==> config.mk <==
export PLATFORM = sky130hd
export DESIGN_NAME = hazard_ctrl
export DESIGN_NICKNAME = d
export VERILOG_FILES = /design/src/rtl/hazard_pkg.sv /design/src/rtl/hazard_mem_wait_fsm.sv /design/src/rtl/hazard_ctrl.sv
export SDC_FILE = /design/constraint.sdc
export NUM_CORES = 1
export LEC_CHECK = 0
export ABC_AREA = 1
export BUFFER_PORTS_ARGS = -buffer_cell sky130_fd_sc_hd__buf_4
export CAP_MARGIN = 20
export CORE_AREA = 2 2 39 41
export CTS_BUF_LIST = sky130_fd_sc_hd__clkbuf_8
export DETAILED_ROUTE_END_ITERATION = 7
export DIE_AREA = 0 0 41 43
export GPL_ROUTABILITY_DRIVEN = 1
export PLACE_DENSITY = 0.66
export SLEW_MARGIN = 10
export SYNTH_ARGS = -nofsm -noshare
export SYNTH_HDL_FRONTEND = slang
export SYNTH_HIERARCHICAL = 1
export SYNTH_SLANG_ARGS = --single-unit
==> constraint.sdc <==
create_clock -name clock -period 3.55 [get_ports clock]
set_input_delay 0.1775 -clock clock [delete_from_list [all_inputs] [get_ports clock]]
set_output_delay 0.1775 -clock clock [all_outputs]
set_load 0.01 [all_outputs]
==> src/rtl/hazard_pkg.sv <==
// Shared constants for the pipeline hazard controller: memory-wait FSM state
// encoding, default register-index width and the x0 register index.
package hazard_pkg;

    // Memory-wait FSM state encoding
    localparam logic [0:0] ST_IDLE = 1'b0;
    localparam logic [0:0] ST_WAIT = 1'b1;

    // Default register-index width (32 architectural registers)
    localparam int unsigned REG_AW_DEF = 5;

    // x0 is hard-wired to zero, so a load targeting it never creates a hazard
    localparam int unsigned X0_IDX = 0;

endpackage

==> src/rtl/hazard_mem_wait_fsm.sv <==
// Memory-wait sequencer: holds the pipeline for DMEM_LAT cycles per data-memory
// access, then gives one release cycle in which the MEM instruction advances
// and mem_req is ignored. DMEM_LAT = 0 means single-cycle memory (never stalls).
module hazard_mem_wait_fsm
    import hazard_pkg::*;
#(
    parameter int unsigned DMEM_LAT = 2,
    parameter int unsigned CNT_W    = 2
) (
    input  logic clock,
    input  logic reset,
    input  logic mem_req,
    output logic mstall
);

    localparam bit          HAS_WAIT     = (DMEM_LAT != 0);
    localparam int unsigned CNT_INIT_INT = (DMEM_LAT > 0) ? DMEM_LAT - 1 : 0;
    localparam logic [CNT_W-1:0] CNT_INIT = CNT_W'(CNT_INIT_INT);

    logic [0:0]       state_q, state_d;
    logic [CNT_W-1:0] cnt_q, cnt_d;

    // Next-state, counter and stall decode
    always_comb begin
        state_d = state_q;
        cnt_d   = cnt_q;
        mstall  = 1'b0;
        case (state_q)
            ST_IDLE: begin
                if (mem_req && HAS_WAIT) begin
                    mstall  = 1'b1;
                    state_d = ST_WAIT;
                    cnt_d   = CNT_INIT;
                end
            end
            ST_WAIT: begin
                if (cnt_q != '0) begin
                    mstall = 1'b1;
                    cnt_d  = cnt_q - 1'b1;
                end else begin
                    // Release cycle: MEM instruction advances, new requests wait
                    state_d = ST_IDLE;
                end
            end
            default: begin
                state_d = ST_IDLE;
                cnt_d   = '0;
            end
        endcase
    end

    // State and counter registers, synchronous reset aborts any wait
    always_ff @(posedge clock) begin
        if (reset) begin
            state_q <= ST_IDLE;
            cnt_q   <= '0;
        end else begin
            state_q <= state_d;
            cnt_q   <= cnt_d;
        end
    end

endmodule

==> src/rtl/hazard_ctrl.sv <==
// Pipeline hazard controller: drives kill/stall for IF/ID, ID/EX, EX/MEM,
// MEM/WB and the PC hold. Priority: memory wait > EX redirect > load-use.
// Outputs are combinational from FSM state and current inputs.
// Optional HAZARD_PERF_CNT_EN adds perf_stall_cycles / perf_flushes counters.
module hazard_ctrl
    import hazard_pkg::*;
#(
    parameter int unsigned REG_AW   = REG_AW_DEF,
    parameter int unsigned DMEM_LAT = 2,
    parameter int unsigned CNT_W    = 2
) (
    input  logic              clock,
    input  logic              reset,
    input  logic [REG_AW-1:0] id_rs1,
    input  logic [REG_AW-1:0] id_rs2,
    input  logic              id_use_rs1,
    input  logic              id_use_rs2,
    input  logic [REG_AW-1:0] ex_rd,
    input  logic              ex_is_load,
    input  logic              ex_redirect,
    input  logic              mem_req,
    output logic              pc_stall,
    output logic              ifid_stall,
    output logic              ifid_kill,
    output logic              idex_stall,
    output logic              idex_kill,
    output logic              exmem_stall,
    output logic              exmem_kill,
    output logic              memwb_kill,
`ifdef HAZARD_PERF_CNT_EN
    output logic [31:0]       perf_stall_cycles,
    output logic [31:0]       perf_flushes,
`endif
    output logic              mem_wait
);

    logic mstall;
    logic load_use;

    hazard_mem_wait_fsm #(
        .DMEM_LAT (DMEM_LAT),
        .CNT_W    (CNT_W)
    ) u_mem_wait_fsm (
        .clock    (clock),
        .reset    (reset),
        .mem_req  (mem_req),
        .mstall   (mstall)
    );

    // Load-use: EX load writes a register the ID instruction reads (x0 excluded)
    always_comb begin
        load_use = ex_is_load && (ex_rd != REG_AW'(X0_IDX)) &&
                   ((id_use_rs1 && (id_rs1 == ex_rd)) ||
                    (id_use_rs2 && (id_rs2 == ex_rd)));
    end

    // Prioritised kill/stall decode; kill is never raised on a stalled register
    always_comb begin
        pc_stall    = 1'b0;
        ifid_stall  = 1'b0;
        ifid_kill   = 1'b0;
        idex_stall  = 1'b0;
        idex_kill   = 1'b0;
        exmem_stall = 1'b0;
        exmem_kill  = 1'b0;
        memwb_kill  = 1'b0;
        mem_wait    = 1'b0;
        if (reset) begin
            // Flush every pipeline register
            ifid_kill  = 1'b1;
            idex_kill  = 1'b1;
            exmem_kill = 1'b1;
            memwb_kill = 1'b1;
        end else if (mstall) begin
            // Freeze IF..MEM, bubble into WB; redirect/load-use re-evaluate later
            pc_stall    = 1'b1;
            ifid_stall  = 1'b1;
            idex_stall  = 1'b1;
            exmem_stall = 1'b1;
            memwb_kill  = 1'b1;
            mem_wait    = 1'b1;
        end else if (ex_redirect) begin
            // PC loads target; younger wrong-path instructions are squashed
            ifid_kill = 1'b1;
            idex_kill = 1'b1;
        end else if (load_use) begin
            pc_stall   = 1'b1;
            ifid_stall = 1'b1;
            idex_kill  = 1'b1;
        end
    end

`ifdef HAZARD_PERF_CNT_EN
    logic [31:0] perf_stall_cycles_q, perf_flushes_q;

    // Performance counters, wrap modulo 2^32
    always_ff @(posedge clock) begin
        if (reset) begin
            perf_stall_cycles_q <= '0;
            perf_flushes_q      <= '0;
        end else begin
            if (pc_stall) begin
                perf_stall_cycles_q <= perf_stall_cycles_q + 32'd1;
            end
            if (ex_redirect && !mstall) begin
                perf_flushes_q <= perf_flushes_q + 32'd1;
            end
        end
    end

    assign perf_stall_cycles = perf_stall_cycles_q;
    assign perf_flushes      = perf_flushes_q;
`endif

endmodule

==> impl_metrics.yaml, run 1 <==
min_path:
  min_to: "u_mem_wait_fsm/cnt_q[1]$_SDFFE_PP0P_"
  worst_hold_path_type: "in2reg"
  hold_path.startpoint: "reset"
  min_path_cells: 2
layout:
  final_layout_size_suffix_gt1_frac: 0.400
  final_standard_cell_area_without_fillers_um2: 718
  post_layout_nonfiller_instances: 136
  postLayoutCoreUtil: 0.519
  layout.nets: 144
  syn2layout_area_growth_pct: 56.8
  insertedDiodeCount: 0
critical_path:
  reg2reg_slack_ns: 2.50
  critical_path.max_stage_delay_ns: 0.32
  start_of_the_worst_register_to_register_path: "u_mem_wait_fsm/cnt_q[0]$_SDFFE_PP0P_"
  worstPathRequired_ns: 3.37
  sequence_of_cells_on_the_critical_path: "inv_1 -> ha_1 -> inv_1 -> nand2_2 -> nand2_1 -> inv_1 -> nor2_1 -> nor2_1 -> inv_1 -> nand2_1 -> buf_4"
  cp_num_buf_inv: 5
  worst_setup_path_startpoint: "u_mem_wait_fsm/cnt_q[0]$_SDFFE_PP0P_"
  worstPathArrival_ns: 1.67
  timing.setup.critical_path_class: "reg2out"
  timing.critical_path.to_type: "primary output"
  timing.critical_path.max_delay_family: "simple AND/OR/NAND/NOR gates"
  rr_endpoint: "u_mem_wait_fsm/cnt_q[1]$_SDFFE_PP0P_"
  critical_path.startpoint_type: "flop"
  worst-r2r-cell-count: 4
  critical_path.max_fanout: 5
  master_of_the_slowest_instance_on_the_critical_path: "sky130_fd_sc_hd__dfxtp_1"
  cpMostUsedCell: "sky130_fd_sc_hd__inv_1"
clock_tree:
  cts_hold_buf: 0
  clk_latency_ns: 0.21
  clkSlewWorstSetupHoldPaths_ns: 0.03
  numClockSinks: 3
  cts_max_path_buffers: 2
  post_cts_resized: 0
  cts_inserted_buffers: 3
  tritoncts: "done"
  cts_setup_buffers: 0
  ctsHtreeMaxLevel: 1
  cts_root_buffer: "sky130_fd_sc_hd__clkbuf_8"
global_routing:
  grt_pass1_wl_mm: 1.78
  grt_use_total: 0.149
  gr-usage-met1: 0.159
  grt_remaining_overflow: 0
  grt_max_degree: 8
  global_route.usage.met2: 0.244
  number_of_antenna_violations_at_the_first_check_in_global_routing: 0
  grt_util_met3: 0.0314
  top_usage_layer: "met2"
  grt_pass1_vias: 494
detailed_routing:
  route.detailed.drc: 0
  viasPerCell: 4.15
  drt-wirelength-per-cell_um: 7.99
  finalWirelength_mm: 1.09
  route.vias.total: 565
  drt_first_pass_iters: 3
  route.antenna.remaining_nets: 0
  drt_iter0_markers: 4
logic_synthesis:
  post_synth_num_cell_types: 17
  yosysTopAreaCell: "sky130_fd_sc_hd__nand2_1"
  synth-seq-area-share: 0.131
  netlist_instances: 90
  post_synth_main_area_contributors: "sky130_fd_sc_hd__nand2_1 25%, sky130_fd_sc_hd__inv_1 14%, sky130_fd_sc_hd__dfxtp_1 13%"
  postSynthRegisterBits: 3
  synth.cell_area_um2: 458
  synthesis.area_per_instance_um2: 5.09
  mappedNetlistNets: 113
  synth_top_area_frac: 0.254
  ys_warn_count: 6
sta:
  final_slew_viol_count: 0
  final_min_period_over_clock_period: 0.520
  clock-skew-final_ns: 0.00121
  timing.setup.tns_ns: 0
  final_setup_viols: 0
  tightest_slew_ns: 0.292
  rsz0062_at_grt: "no"
  max_clock_freq_mhz: 541
  timing.final.crit_period_ns: 1.85
  maxSlewHeadroom: 0.805
  hold_violations: 0
floorplanning:
  row_count: 14
  initial_core_util: 0.331
  floorplan.die.width_um: 41
  floorplan.die.height_um: 43
  core_region_area_um2: 1380
  design.die.area_um2: 1760
  ioPinCount: 31
power:
  internal_power_w: 0.000148
  power.net_switching_w: 0.0000593
  clock_power_share: 0.454
  post-layout-total-power_w: 0.000208
  p_leak_nw: 0.454
  power_switching_share: 0.286
  vdd_ir_drop_max_v: 0.000148
  power-per-cell-area_nw_per_um2: 289
  pwr-share-seq: 0.184
  comb_power_share: 0.362
placed_design:
  place_inst: 132
  dp_hpwl_um: 965
  gp_congestion: 0.735
  port_buffers: 30
  postPlaceCellArea_um2: 673
status:
  status: "complete, no violations"
run:
  drv.max_cap_violation_count: 0
[cell type report]
type / instances / area, um2
inverters: 22 / 82.6
clock buffers: 3 / 41.3
repair buffers: 30 / 225
clock inverters: 1 / 3.75
multi-input cells: 61 / 285
well taps: 16 / 20.0
flip-flops and latches: 3 / 60.1
fillers: 158 / 666
[through the flow]
stage	setup WS [ns]	hold WS, ns
detailed placement	1.92	0.399
CTS	1.69	0.176
floorplan	1.95	0.240
global placement	1.98	0.391
finish	1.70	0.182
global route	1.57	0.186
[cell usage after synthesis, drive strengths merged]
cell type	number
nand3	6
nand3b	1
o21ai	1
or2	1
ha	1
nor2	11
dfxtp	3
inv	22
nand4	1
a21oi	3
nand2	36
buf	4
[metal layers]
metal / wire length [um] / up-vias / part of all wire
met2: 570 / 20 / 0.52
met3: 72 / 2 / 0.066
met4: 13 / 0 / 0.012
li1: - / 317 / -
met5: 0 / - / 0
met1: 430 / 226 / 0.40
[cells in the final DEF (no fill, tap or decap), drive strengths merged]
cell,count
nand2,36
buf,30
inv,23
nor2,11
nand3,6
clkbuf,3
dfxtp,3
a21oi,3
or2,1
nand4,1
o21ai,1
nand3b,1
ha,1
[flip-flops by register name, summed over array words and instances (netlist names)]
name                    flops
u_mem_wait_fsm/cnt_q        2
u_mem_wait_fsm/state_q      1
[power groups by stage]
stage	Combinational, W	Clock (W)	Sequential (W)
after floorplan	0.0000410	0	0.0000383
after global routing	0.0000844	0.000101	0.0000383
final	0.0000752	0.0000943	0.0000382
after CTS	0.0000762	0.0000973	0.0000381
after detailed placement	0.0000760	0	0.0000386
after global placement	0.0000742	0	0.0000386
[cell families after synthesis]
| kind of cell | share of synthesized area |
|---|---|
| AOI/OAI and AO/OA | 0.0519 |
| adders and majority gates | 0.0273 |
| buffers and inverters | 0.246 |
| DFF | 0.131 |
| and+or+nand+nor | 0.544 |
[how the worst max path moves through the flow]
stage / depth (start not counted) / endpoint / slack, ns
after global placement: 11 / idex_kill / 1.98
after CTS: 11 / idex_kill / 1.69
after detailed placement: 11 / idex_kill / 1.92
final: 11 / idex_kill / 1.70
after global routing: 11 / idex_kill / 1.57
after floorplan: 10 / pc_stall / 1.95
No activity file was read; power rests on OpenSTA's default activity.
==> run 2: changes to the inputs <==
--- a/config.mk
+++ b/config.mk
@@ -5,7 +5,7 @@
 export SDC_FILE = /design/constraint.sdc
 export NUM_CORES = 1
 export LEC_CHECK = 0
-export ABC_AREA = 1
+export ABC_AREA = 0
 export BUFFER_PORTS_ARGS = -buffer_cell sky130_fd_sc_hd__buf_4
 export CAP_MARGIN = 20
 export CORE_AREA = 2 2 39 41
@@ -13,7 +13,7 @@
 export DETAILED_ROUTE_END_ITERATION = 7
 export DIE_AREA = 0 0 41 43
 export GPL_ROUTABILITY_DRIVEN = 1
-export PLACE_DENSITY = 0.66
+export PLACE_DENSITY = 0.57
 export SLEW_MARGIN = 10
 export SYNTH_ARGS = -nofsm -noshare
 export SYNTH_HDL_FRONTEND = slang
==> constraint.sdc (replaced) <==
create_clock -name clock -period 1.8 [get_ports clock]
set_input_delay 0.09 -clock clock [delete_from_list [all_inputs] [get_ports clock]]
set_output_delay 0.09 -clock clock [all_outputs]
set_load 0.01 [all_outputs]
==> impl_metrics.yaml, run 2 <==
status:
  status: "complete, no violations"
clock_tree:
  ctsHtreeMaxLevel: 1
  numClockSinks: 3
  cts_root_buffer: "sky130_fd_sc_hd__clkbuf_8"
  tritoncts: "done"
  cts_max_path_buffers: 2
  cts_hold_buf: 0
  clk_latency_ns: 0.22
  clkSlewWorstSetupHoldPaths_ns: 0.03
  cts_inserted_buffers: 3
logic_synthesis:
  yosysTopAreaCell: "sky130_fd_sc_hd__xor2_1"
  postSynthRegisterBits: 3
  netlist_top_cells_count: "8 x sky130_fd_sc_hd__xor2_1, 6 x sky130_fd_sc_hd__inv_1, 4 x sky130_fd_sc_hd__buf_4"
  post_synth_main_area_contributors: "sky130_fd_sc_hd__xor2_1 21%, sky130_fd_sc_hd__dfxtp_1 18%, sky130_fd_sc_hd__buf_4 8.8%"
  synth_top_area_frac: 0.205
  synthMostInstantiatedCell: "sky130_fd_sc_hd__xor2_1"
  netlist_instances: 42
  synth-seq-area-share: 0.176
  synth_edf_count: 0
  synthesis.area_per_instance_um2: 8.13
  mappedNetlistNets: 65
  post_synth_num_cell_types: 22
  asyncSetResetFlopFracSynth: 0
  synth.cell_area_um2: 342
  ys_warn_count: 6
  synth_flop_cell: "sky130_fd_sc_hd__dfxtp_1"
detailed_routing:
  viasPerCell: 4.52
  route.antenna.remaining_nets: 0
  route.detailed.drc: 0
  drt_iter0_markers: 3
  drt_first_pass_iters: 4
  drt-wirelength-per-cell_um: 9.70
  route.vias.total: 407
  finalWirelength_um: 873
sta:
  final_setup_viols: 0
  fin_hold_ws_ns: 0.0869
  timing.final.crit_period_ns: 1.72
  maxSlewHeadroom: 0.710
  timing.setup.tns_ns: 0
  max_clock_freq_mhz: 580
  rsz0062_at_grt: "yes"
  final_slew_viol_count: 0
  clock-skew-final_ns: 0.00458
  tightest_slew_ns: 0.431
  hold_violations: 0
  final_min_period_over_clock_period: 0.958
critical_path:
  critical_path.startpoint_type: "flop"
  cp_num_buf_inv: 4
  timing.setup.critical_path_class: "reg2out"
  timing.critical_path.max_delay_family: "compound AO/OA/AOI/OAI gates"
  critical_path.max_fanout: 3
  critical_path.max_stage_delay_ns: 0.32
  worstPathArrival_ns: 1.63
  sequence_of_cells_on_the_critical_path: "inv_2 -> ha_2 -> nand2b_4 -> o21ai_2 -> inv_1 -> a21oi_2 -> inv_2 -> o31ai_4 -> buf_6"
  cpMostUsedCell: "sky130_fd_sc_hd__inv_2"
  master_of_the_slowest_instance_on_the_critical_path: "sky130_fd_sc_hd__dfxtp_2"
  timing.critical_path.to_type: "primary output"
  worstPathRequired_ns: 1.71
floorplanning:
  core_region_area_um2: 1380
  row_count: 14
  floorplan.die.width_um: 41
  ioPinCount: 31
  floorplan.die.height_um: 43
  design.die.area_um2: 1760
  initial_core_util: 0.247
layout:
  insertedDiodeCount: 0
  layout.nets: 98
  final_standard_cell_area_without_fillers_um2: 654
  layout_commonest_cell: "sky130_fd_sc_hd__buf_4"
  largest_registers_in_the_final_layout: "u_mem_wait_fsm/cnt_q: 2 flops, u_mem_wait_fsm/state_q: 1 flops"
  largest_register: "u_mem_wait_fsm/cnt_q"
  final_layout_size_suffix_gt1_frac: 0.635
  largest_reg_flops: 2
  syn2layout_area_growth_pct: 91.6
  layout.cells.most_common_list: "30 x sky130_fd_sc_hd__buf_4, 8 x sky130_fd_sc_hd__xor2_1, 4 x sky130_fd_sc_hd__inv_1, 3 x sky130_fd_sc_hd__inv_2, 3 x sky130_fd_sc_hd__clkbuf_8"
placed_design:
  postPlaceCellArea_um2: 569
  dp_hpwl_um: 725
  gp_congestion: 0.699
  port_buffers: 30
global_routing:
  number_of_antenna_violations_at_the_first_check_in_global_routing: 0
  grt_use_total: 0.107
  grt_max_degree: 8
  grt_pass1_vias: 324
  grt_pass1_wl_mm: 1.18
  grt_remaining_overflow: 0
power:
  post-layout-total-power_w: 0.000407
  power-per-cell-area_nw_per_um2: 622
  p_leak_nw: 0.320
  vdd_ir_drop_max_v: 0.000316
run:
  drv.max_cap_violation_count: 0
min_path:
  worst_hold_path_type: "in2reg"
-- run 2: cell count changes in the layout (fill, tap and decap cells not counted), moves of 2 or more --
cell | previous run | this run
sky130_fd_sc_hd__nor2_2 | 2 | 0
sky130_fd_sc_hd__nor2_1 | 9 | 0
sky130_fd_sc_hd__nand3_1 | 5 | 0
sky130_fd_sc_hd__dfxtp_2 | 0 | 2
sky130_fd_sc_hd__nand2_1 | 31 | 1
sky130_fd_sc_hd__buf_6 | 0 | 2
sky130_fd_sc_hd__xnor2_1 | 0 | 2
sky130_fd_sc_hd__xor2_1 | 0 | 8
sky130_fd_sc_hd__dfxtp_1 | 3 | 1
sky130_fd_sc_hd__o31ai_1 | 0 | 2
sky130_fd_sc_hd__a21oi_1 | 2 | 0
sky130_fd_sc_hd__nand2_2 | 5 | 0
sky130_fd_sc_hd__inv_2 | 5 | 3
sky130_fd_sc_hd__inv_1 | 18 | 4
-- run 2: power by group --
part | internal [W] | total [W] | switching, W
sequential | 0.0000726 | 0.0000762 | 0.00000368
clock | 0.000145 | 0.000192 | 0.0000465
combinational | 0.0000814 | 0.000139 | 0.0000574
-- run 2: stage by stage --
| stage | instances | util | worst slack [ns] |
|---|---|---|---|
| global placement | 85 | 0.411 | 0.120 |
| global route | 90 | 0.473 | -0.0210 |
| floorplan | 42 | - | 0.00862 |
| CTS | 89 | 0.453 | 0.00540 |
| detailed placement | 85 | 0.411 | 0.0628 |
| finish | 90 | 0.473 | 0.0757 |
-- run 2: cell type report --
cell class | count | area [um2]
well taps | 16 | 20.0
clock inverters | 1 | 3.75
repair buffers | 32 | 248
inverters | 6 | 22.5
fillers | 147 | 729
multi-input cells | 29 | 256
flip-flops and latches | 3 | 62.6
clock buffers | 3 | 41.3
-- run 2: worst register-to-register path, delay by kind of cell (launching register included) --
kind	cells	cell delay, ns
AND/OR/NAND/NOR	2	0.43
adder cells (fa/ha/maj)	1	0.15
AO/OA/AOI/OAI	1	0.08
flip-flops	1	0.32
buffers and inverters	2	0.17
-- run 2: final timing paths --
kind                                        startpoint  slack [ns]  cells past startpoint                              endpoint
setup / recovery  u_mem_wait_fsm/cnt_q[0]$_SDFFE_PP0P_        0.08                      9                            ifid_stall
hold / removal                                   reset        0.09                      2     u_mem_wait_fsm/state_q$_SDFF_PP0_
setup reg to reg  u_mem_wait_fsm/cnt_q[0]$_SDFFE_PP0P_        0.55                      6  u_mem_wait_fsm/cnt_q[1]$_SDFFE_PP0P_
hold reg to reg   u_mem_wait_fsm/cnt_q[0]$_SDFFE_PP0P_        0.46                      1  u_mem_wait_fsm/cnt_q[0]$_SDFFE_PP0P_
-- run 2: layer usage --
layer,up-vias,track usage,share of wire
li1,201,-,-
met1,181,0.102,0.33
met2,21,0.159,0.55
met3,4,0.0314,0.093
met4,0,0.120,0.032
met5,-,0,0
-- run 2: cells by family (layout without fill, tap and decap cells) --
kind of cell             after synthesis  count (layout)  share of synthesized area
XOR/XNOR                              10              10                      0.256
buffers and inverters                 10              42                      0.154
AO/OA/AOI/OAI                          9               9                      0.198
AND/OR/NAND/NOR                        9               9                      0.180
flip-flops                             3               3                      0.176
adder cells (fa/ha/maj)                1               1                     0.0366
-- run 2: timing repair --
item	4_1_cts	5_1_grt
cloned	0	0
setup endpoints to repair	2	2
buffers inserted	0	1
pin swaps	2	3
resized for setup	3	8
